--- src/rtl/mmu_pkg.sv ---
// Shared AHB-style transfer/burst encodings and helpers for the MMU bus masters
// and the arbiter that shares the MMU-side bus between them.
package mmu_pkg;

   typedef logic [1:0] htrans_t;
   typedef logic [2:0] hburst_t;

   localparam htrans_t TRANSFER_IDLE   = 2'b00;
   localparam htrans_t TRANSFER_BUSY   = 2'b01;
   localparam htrans_t TRANSFER_NONSEQ = 2'b10;
   localparam htrans_t TRANSFER_SEQ    = 2'b11;

   localparam hburst_t BURST_SINGLE = 3'b000;
   localparam hburst_t BURST_INCR   = 3'b001;
   localparam hburst_t BURST_WRAP4  = 3'b010;
   localparam hburst_t BURST_INCR4  = 3'b011;
   localparam hburst_t BURST_WRAP8  = 3'b100;
   localparam hburst_t BURST_INCR8  = 3'b101;
   localparam hburst_t BURST_WRAP16 = 3'b110;
   localparam hburst_t BURST_INCR16 = 3'b111;

   // Beat count of a fixed-length burst; undefined-length INCR reports 0.
   function automatic logic [4:0] burst_beats(hburst_t burst);
      case (burst)
         BURST_SINGLE:               return 5'd1;
         BURST_WRAP4,  BURST_INCR4:  return 5'd4;
         BURST_WRAP8,  BURST_INCR8:  return 5'd8;
         BURST_WRAP16, BURST_INCR16: return 5'd16;
         default:                    return 5'd0;
      endcase
   endfunction

endpackage

--- src/rtl/mmu_rr_picker.sv ---
// Combinational round-robin picker: first set request at or after 'start',
// wrapping, so the entry just below 'start' is considered last.
module mmu_rr_picker #(
   parameter int N     = 4,
   parameter int IDX_W = $clog2(N)
) (
   input  logic [N-1:0]     req,
   input  logic [IDX_W-1:0] start,
   output logic             valid,
   output logic [IDX_W-1:0] winner
);

   // NOTE: every output gets a default before the loop so no latch is inferred.
   always_comb begin
      valid  = 1'b0;
      winner = start;
      // Scan farthest-first so the closest requester overwrites earlier hits.
      for (int i = N - 1; i >= 0; i--) begin
         if (req[(int'(start) + i) % N]) begin
            valid  = 1'b1;
            winner = IDX_W'((int'(start) + i) % N);
         end
      end
   end

endmodule

--- src/rtl/mmu_bus_arbiter.sv ---
// Burst-aware round-robin arbiter for the MMU-side bus; re-arbitrates only at
// burst boundaries and tracks address-phase and data-phase ownership.
module mmu_bus_arbiter
   import mmu_pkg::*;
#(
   parameter int NUM_MASTERS    = 4,
   parameter int DEFAULT_MASTER = 0,
   localparam int IDX_W         = $clog2(NUM_MASTERS)
) (
   input  logic                     clk,
   input  logic                     rst_n,
   input  logic [NUM_MASTERS-1:0]   req_i,
   input  logic [2*NUM_MASTERS-1:0] htrans_i,
   input  logic [3*NUM_MASTERS-1:0] hburst_i,
   input  logic                     hready_i,
   output logic [NUM_MASTERS-1:0]   grant_o,
   output logic [IDX_W-1:0]         addr_owner_o,
   output logic [IDX_W-1:0]         data_owner_o,
   output logic [4:0]               beats_left_o
);

   localparam logic [IDX_W-1:0] DEFAULT_IDX = IDX_W'(DEFAULT_MASTER);
   localparam logic [IDX_W-1:0] LAST_IDX    = IDX_W'(NUM_MASTERS - 1);

   logic [NUM_MASTERS-1:0] grant_q, grant_d;
   logic [IDX_W-1:0]       addr_owner_q, addr_owner_d;
   logic [IDX_W-1:0]       data_owner_q;
   logic [4:0]             beats_q, beats_d;

   htrans_t          owner_trans;
   hburst_t          owner_burst;
   logic             owner_req;
   logic             active;
   logic             boundary;
   logic [IDX_W-1:0] search_start;
   logic             pick_valid;
   logic [IDX_W-1:0] pick_idx;

   assign owner_trans = htrans_i[2*int'(addr_owner_q) +: 2];
   assign owner_burst = hburst_i[3*int'(addr_owner_q) +: 3];
   assign owner_req   = req_i[addr_owner_q];
   assign active      = (owner_trans == TRANSFER_NONSEQ) || (owner_trans == TRANSFER_SEQ);
   assign search_start = (addr_owner_q == LAST_IDX) ? '0 : addr_owner_q + 1'b1;

   mmu_rr_picker #(
      .N     (NUM_MASTERS),
      .IDX_W (IDX_W)
   ) u_picker (
      .req    (req_i),
      .start  (search_start),
      .valid  (pick_valid),
      .winner (pick_idx)
   );

   always_comb begin
      boundary = 1'b0;
      beats_d  = beats_q;
      case (owner_trans)
         TRANSFER_IDLE: begin
            boundary = 1'b1;
            beats_d  = '0;
         end
         TRANSFER_NONSEQ: begin
            boundary = (owner_burst == BURST_SINGLE);
            beats_d  = (burst_beats(owner_burst) == '0) ? '0 : burst_beats(owner_burst) - 1'b1;
         end
         TRANSFER_SEQ: begin
            // A stray SEQ past the end of a fixed burst still ends it.
            boundary = (beats_q == 5'd1) ||
                       ((beats_q == '0) && (owner_burst != BURST_INCR));
            beats_d  = (beats_q == '0) ? '0 : beats_q - 1'b1;
         end
         default: ;
      endcase
      if (active && (owner_burst == BURST_INCR) && !owner_req)
         boundary = 1'b1;

      addr_owner_d = addr_owner_q;
      if (boundary)
         addr_owner_d = pick_valid ? pick_idx : DEFAULT_IDX;
      grant_d               = '0;
      grant_d[addr_owner_d] = 1'b1;
   end

   // NOTE: state registers use non-blocking assignments so every flop samples
   // the pre-edge values regardless of statement order.
   always_ff @(posedge clk or negedge rst_n) begin
      if (!rst_n) begin
         grant_q      <= NUM_MASTERS'(1) << DEFAULT_MASTER;
         addr_owner_q <= DEFAULT_IDX;
         data_owner_q <= DEFAULT_IDX;
         beats_q      <= '0;
      end else if (hready_i) begin
         grant_q      <= grant_d;
         addr_owner_q <= addr_owner_d;
         beats_q      <= beats_d;
         if (active)
            data_owner_q <= addr_owner_q;
      end
   end

   assign grant_o      = grant_q;
   assign addr_owner_o = addr_owner_q;
   assign data_owner_o = data_owner_q;
   assign beats_left_o = beats_q;

endmodule
--- config.mk ---
export PLATFORM = sky130hd
export DESIGN_NAME = mmu_bus_arbiter
export DESIGN_NICKNAME = d
export VERILOG_FILES = /design/src/rtl/mmu_pkg.sv /design/src/rtl/mmu_rr_picker.sv /design/src/rtl/mmu_bus_arbiter.sv
export SDC_FILE = /design/constraint.sdc
export NUM_CORES = 1
export LEC_CHECK = 0
export ABC_AREA = 1
export CAP_MARGIN = 20
export CORE_ASPECT_RATIO = 1.5
export CORE_MARGIN = 2
export CORE_UTILIZATION = 47
export CTS_CLUSTER_DIAMETER = 60
export CTS_CLUSTER_SIZE = 14
export DETAILED_ROUTE_END_ITERATION = 10
export GPL_ROUTABILITY_DRIVEN = 0
export MAX_ROUTING_LAYER = met4
export PLACE_DENSITY_LB_ADDON = 0.3
export SYNTH_ARGS = -nofsm -noshare
export SYNTH_HDL_FRONTEND = slang
export SYNTH_SLANG_ARGS = --single-unit
--- constraint.sdc ---
create_clock -name clk -period 2.4 [get_ports clk]
set_clock_uncertainty 0.15 [all_clocks]
set_input_delay 0.36 -clock clk [delete_from_list [all_inputs] [get_ports clk]]
set_output_delay 0.36 -clock clk [all_outputs]
set_load 0.005 [all_outputs]
# Yosys cells after proc, flatten, opt, wreduce, memory -nomap -nowiden
# Index checks and enable logic that the tools add are counted.
# word_totals
word_cells,88
reg_bits,13
# op_classes
eq_ne,12
n_lt_le_gt_ge,7
bitwise,3
mux,33
n_reduce_logical,20
n_mul,1
shifts,2
add_sub_neg,6
# op_table
operator,count
5-bit one-hot mux with 4 select lines,1
5-bit two-way mux,3
5-bit one-hot mux with 3 select lines,1
1-bit two-way mux,14
2-bit two-way mux,7
3-bit == test (second input constant),4
3-bit by 4-bit less-than comparator with 1-bit output (second input constant),3
2-bit OR reduction,6
12-bit by 5-bit indexed part select with 3-bit output,1
1-bit binary-select mux with 2-bit select,5
5-bit zero test,2
5-bit by 1-bit subtractor with 5-bit output (second input constant),2
2-bit by 3-bit less-than comparator with 1-bit output (second input constant),3
8-bit by 4-bit indexed part select with 2-bit output,1
2-bit == test (second input constant),3
3-bit by 2-bit == test with 1-bit output (second input constant),2
5-bit by 1-bit == test with 1-bit output (second input constant),1
2-bit by 1-bit adder with 2-bit output (second input constant),2
2-bit adder (second input constant),2
1-bit logical AND,4
2-bit by 2-bit multiplier with 4-bit output (first input constant),1
2-bit AND reduction,2
1-bit bitwise AND (first input constant),3
3-bit by 1-bit == test with 1-bit output (second input constant),1
other kinds (9),10

# Logic depth before layout (Yosys ltp)
# logic_depth
ltp_word,18
ltp_mapped,16
depth_no_buf,16

# Hierarchy
# From an unflattened synthesis, not the netlist that was laid out.
# unflattened
cells_unflattened,213
hier_area_um2,1413.9
# modules_own_cells
mod,area_per_inst_um2,seq_area_each_um2,n_inst,cells_per_inst
mmu_bus_arbiter,1179.9,326.6,1,160
mmu_rr_picker,234.0,0.0,1,53

# Least setup slack after synthesis
# No wires, ideal clock.
# synth_path
path_type,register to register
start,register addr_owner_q[0] (netlist: addr_owner_o[0])
end,register addr_owner_q[0] (netlist: addr_owner_o[0])
period_less_slack_ns,2.019
arrival_ns,1.741
n_path_buf,0
setup_ns,0.127
path_stages_with_launch,13
slack_ns,0.381
path_cell_list,dfrtp_1 ha_1 nor2_1 nand2_1 and2_1 nand2_1 nand2_1 clkinv_1 nand3_1 nand2_1 nand3_2 nand3_2 o21ai_0
# synth_between
elab_chain_cells,12
# synth_lines
element,line,text
from (decl),mmu_bus_arbiter.sv:26,"logic [IDX_W-1:0] addr_owner_q, addr_owner_d;"
from (signal assigned),mmu_bus_arbiter.sv:95,addr_owner_q <= addr_owner_d;
branches (longest 11 deep; another with 2-bit by 2-bit multiplier with 4-bit output),-,
2-bit two-way mux (*),mmu_bus_arbiter.sv:79,if (boundary)
# Mark *: on every way between the ends. The select of a mux whose other input is x is not followed.
# A chain may end at the register's enable or synchronous reset.

# Worst setup path after layout
# layout_path
start,register addr_owner_q[0] (netlist: addr_owner_o[0])
end,register grant_q[2] (netlist: grant_o[2])
# layout_between
elab_chain_cells,16
# layout_lines
element,line,text
branches (longest 11 deep; another with 2-bit by 2-bit multiplier with 4-bit output),-,
2-bit two-way mux (*),mmu_bus_arbiter.sv:79,
2-bit by 3-bit less-than comparator with 1-bit output (not written as such) or 2-bit by 1-bit greater-or-equal comparator with 1-bit output (tied branches),mmu_bus_arbiter.sv:82,grant_d[addr_owner_d] = 1'b1;
1-bit logical AND (not written as such),mmu_bus_arbiter.sv:82,
1-bit two-way mux (not written as such),mmu_bus_arbiter.sv:82,
1-bit demux with 2-bit select (*),mmu_bus_arbiter.sv:82,
to (signal assigned),mmu_bus_arbiter.sv:89,grant_q <= NUM_MASTERS'(1) << DEFAULT_MASTER;
to (signal assigned),mmu_bus_arbiter.sv:94,grant_q <= grant_d;
to (decl),mmu_bus_arbiter.sv:25,"logic [NUM_MASTERS-1:0] grant_q, grant_d;"
# Marked as above.

==> impl_results.md <==
* Run status: complete, no violations
* Cell at the root of the clock tree: clkbuf_8
* Sequential cell area fraction in the yosys report at 0.255
* Data arrival time of the critical path at 2160 ps
* Number of global-route vias before repair at 1289
* Clock network latency to the later pin of the worst-skew pair at 240 ps
* CTS Buf Count at 3
* Layout cell share with drive strength beyond 1 at 0.121
* Post-synth EDFFs at 0
* Minimum setup slack in the final design at 224 ps
* Vias after detailed routing at 1406
* Synthesized net count at 235
* Htree depth at 1
* Remaining DRCs at 0
* Pre-Repair DR Iteration Count at 4
* Detail-routed via count per cell at 4.95
* Antenna cell count at 0
* Initial core utilization at 0.484
* Number of buffers inserted for hold repair after clock tree synthesis at 0
* Highest ir drop seen on vdd at 1.26 mV
* Post-synthesis cell count at 204
* Final setup violating endpoints at 0
* Largest net degree at the start of global routing at 17
* Clock sink total at 13
* Data required time of the critical path at 2390 ps
* Smallest hold slack at 334 ps
* Overall Global Routing Usage at 0.230
* Die area at 0.00317 mm2
* Area added between synthesis and finish at 38.0%
* Category of the worst setup path capture point: register
* Final Hold Fails at 0
* Average instance area after synthesis at 6.29 um2
* Leakage power summed over all cells at 0.878 nW
* Biggest fanout along the worst timing path at 7
* Synth unique cells at 33
* Std-Cell Core Area at 0.00265 mm2
* Count of warnings emitted by yosys at 0
* Slew at the pin closest to its max-slew limit at 586 ps
* Routed wire length per instance at 11.1 um
* Routed wire length at 3.16 mm
* Combined area of all synthesized cells at 0.00128 mm2
* Async set or reset register ratio after synthesis at 1.00
* Time the final worst path needs with I/O delays and setup at 2180 ps
* Cell type with the highest aggregate area in the netlist: nand2_1
* Unrepaired setup endpoints after global routing: no
* Initial DRC count at 25
* Die boundary width at 46.7 um
* Initial antenna violation count at 0
* Global-route wire length before repair at 5.26 mm
* TritonCTS clock tree: yes
* Clock transition at path regs at 50 ps
* Total power draw at 0.00254 W
* F_max at 0.460 GHz
* Synthesized flop and latch total at 13
* IO buf count at 39
* Pre-CTS setup slack at 230 ps
* Depth of the worst hold-timing path at 2
* Layout Nets at 279
* Maximum capacitance violations at 0
* Number of nets with antenna violations after routing at 0
* Setup CP Type: reg -> reg
* Relative slew margins at 0.608
* Sort of element at the start of the critical path: register
* Remaining global-route overflow at 0
* Final Cycle Share at 0.907
* Chip Height at 68.0 um
* Detailed placement HPWL at 2.59 mm
* Cell count of the worst reg-to-reg path at 15
* Power per cell area at 1440 mW/mm2
* Number of buffers on the longest clock path at 2
* Cell types with the largest area share after synthesis: nand2_1 (25%), dfrtp_1 (23%), nand3_1 (9.0%)
* Path category of the worst min-delay check: reg -> reg
* Setup Fix Bufs, Post-CTS at 0
* Max Slew Vio Count at 0
* # rows at 23
* Fraction of synthesized cell area taken by the top area cell type at 0.246
* Setup TNS after final layout at 0 ps
* # IOs at 40
* Top_reg_cell synth: dfrtp_1
-- path summary, 6_finish.rpt --
path                                              from                           to  slack (ps)
max                        addr_owner_o[0]$_DFFE_PN0P_       grant_o[2]$_DFFE_PN0P_         220
min                             grant_o[2]$_DFFE_PN0P_       grant_o[2]$_DFFE_PN0P_         330
max reg2reg                addr_owner_o[0]$_DFFE_PN0P_       grant_o[2]$_DFFE_PN0P_         220
min reg2reg                     grant_o[2]$_DFFE_PN0P_       grant_o[2]$_DFFE_PN0P_         330
max in group asynchronous                        rst_n  addr_owner_o[0]$_DFFE_PN0P_        1340
min in group asynchronous                        rst_n  beats_left_o[2]$_DFFE_PN0P_         340
-- sequential cells by signal, indices dropped and copies added (netlist names) --
signal	cells
data_owner_o	2
beats_left_o	5
grant_o	4
addr_owner_o	2
-- layout make-up --
cell class / count / area [um2]
clock buffer: 4 / 45.0
timing repair buffer: 43 / 420
sequential: 13 / 328
multi-input combinational: 167 / 852
inverter: 20 / 77.6
tap: 37 / 46.3
fill: 262 / 878
-- logic make-up (layout without fill, tap and decap cells) --
kind of cell,after synthesis,after routing,synth area share
buf+inv,24,67,0.0829
compound gates,23,23,0.105
simple gates,137,137,0.498
flops,13,13,0.255
fa+ha+maj,4,4,0.0390
xor+xnor,3,3,0.0205
-- report_power, final --
part           switching, W  internal, W
Combinational       0.00118     0.000772
Clock             0.0000803     0.000117
Sequential        0.0000700     0.000316
Total               0.00133      0.00121
-- stage by stage --
stage / area, um2 / util / instances
6_report: 1770 / 0.668 / 284
5_1_grt: 1770 / 0.668 / 284
4_1_cts: 1760 / 0.666 / 284
3_3_place_gp: 1720 / 0.649 / 280
3_5_place_dp: 1720 / 0.649 / 280
2_1_floorplan: 1280 / - / 204
-- cells in the mapped netlist (2+ instances only) --
library cell  count
nand2_2           6
o21ai_1           2
and2_1            2
o21ai_0          10
inv_2             3
nor2_1           10
ha_1              4
nand2_1          84
a21oi_1           4
or2_2             2
buf_4             2
inv_1            15
nand3_1          23
nand3_2           4
xor2_1            2
dfrtp_1          12
clkinv_1          2
o21a_1            2
-- routing by layer --
metal  vias up  global-route usage  part of all wire
met3         8              0.0475             0.023
met1       634               0.253              0.41
li1        740                   -                 -
met5         -                   -                 0
met4         0              0.0660             0.024
met2        24               0.406              0.54
-- cells in the final DEF, fill, tap and decap left out, drive strengths merged --
master,synthesis,routed
a32o,1,1
o21bai,1,1
inv,18,18
nand2,91,91
clkbuf,0,4
o22ai,1,1
ha,4,4
nor2,11,11
dfrtp,12,12
clkinv,2,2
o21ai,12,12
nor3,1,1
dfstp,1,1
xnor2,1,1
nand3,28,28
and2,2,2
nand4,2,2
o21a,2,2
xor2,2,2
a21oi,5,5
a21boi,1,1
buf,4,4
clkdlybuf4s50,0,39
or2,2,2
-- critical path: stages, from the launching register on --
cell and delay, ps:
dfrtp_2 460, ha_1 240, inv_1 60, nand2_1 150, nand2_1 130, nand2_1 70, nand2_1 70, nand2_1 60
nor2_1 190, inv_1 80, nand3_1 70, nand2_1 80, nand3_2 80, nand2_1 70, nand3_1 70, nand2_1 50
-- timing repair --
item | in CTS | in global routing
endpoints found under the hold margin | 0 | 0
setup endpoints to repair | 0 | 5
gates resized for setup | 0 | 3
Power figures use the tool's default switching activity.
==> RTL change: new RTL, config.mk and constraints unchanged <==
The parameter `NUM_MASTERS` goes from 4 to 8.
--- a/src/rtl/mmu_bus_arbiter.sv
+++ b/src/rtl/mmu_bus_arbiter.sv
@@ -3,7 +3,7 @@
 module mmu_bus_arbiter
    import mmu_pkg::*;
 #(
-   parameter int NUM_MASTERS    = 4,
+   parameter int NUM_MASTERS    = 8,
    parameter int DEFAULT_MASTER = 0,
    localparam int IDX_W         = $clog2(NUM_MASTERS)
 ) (
Ports: changed (6 resized); port bits go from 40 to 70. The function was not compared with the original's and may differ.
==> RTL change against the original RTL <==
The run now ends with setup timing left; cell area is 130% higher; first-iteration DRC count rose to 6.4 times the old value; synthesized area increased by 88%; count of clock-buffer cells in the layout is 1 lower; synthesized cell count up 94%; sequential cell count grew 6; routed wire length grew to 3.1 times the old value; worst setup slack got worse by 0.61 ns; critical path type unchanged.
Power is left out: the tool's default activity adds up to more than one toggle a clock period on the data nets, which glitch-free logic cannot reach.
==> RTL change: results (changes against the original RTL) <==
status complete, but fails checks; failing checks setup timing; Final setup viols 12 (+12); post-CTS resize count 37 (+37); Hold Path Class in2async; max incr delay on CP 0.44 ns (-0.02 ns); Critical R2R Capture grant_o[4]; met1 usage 30.6% (+5.3 points); metal2 WL 5610 um (+230%); Crit Path Max Fanout 6 (-1); clock slew at reported path FFs 0.07 ns (+0.02 ns); All-Layer GR Usage 31.4% (+8.4 points); grt met2 use 61.5% (+21 points); Met1 Routed Length 3280 um (+150%); vias per cell 5.58 (+13%); largest net degree at the start of global routing 25 (+8); multi-input combinational area share 51.7% (+3.6 points); core area 4890 um^2 (+85%); crit path launch addr_owner_o[1]; Final WS setup -0.385 ns (-0.609 ns); DRT Wirelength 9950 um (+210%); Synth Net Count 452 (+92%); drt pass-1 iters 5 (+1); commonest cells in the netlist nand2_1, inv_1, nand3_1, nor2_1, nand2_2; DR iter-0 viols 161 (+540%)
-- RTL change: changes by cell type after synthesis, sizes merged, moves of 3 or more --
| cell | delta |
|---|---|
| inv | +38 |
| dfrtp | +6 |
| buf | +6 |
| a31oi | +3 |
| nand3 | +31 |
| o21ai | +11 |
| nor2 | +22 |
| a21oi | +12 |
| nand2 | +64 |
-- RTL change: logic make-up after synthesis --
logic type,Yosys count,synth area share [%]
flops,19,19.8
buf+inv,67,12.3
simple gates,250,50.4
xor+xnor,6,2.18
fa+ha+maj,6,3.12
compound gates,47,12.2
-- RTL change: metrics by stage --
stage          hold WS, ns  TNS [ns]  cells
3_5_place_dp         0.316     -1.96    563
3_3_place_gp         0.305     -1.33    563
4_1_cts              0.325     -1.56    577
5_1_grt              0.349     -5.22    583
2_1_floorplan      -0.0856    -0.403    395
6_report             0.322     -3.77    583
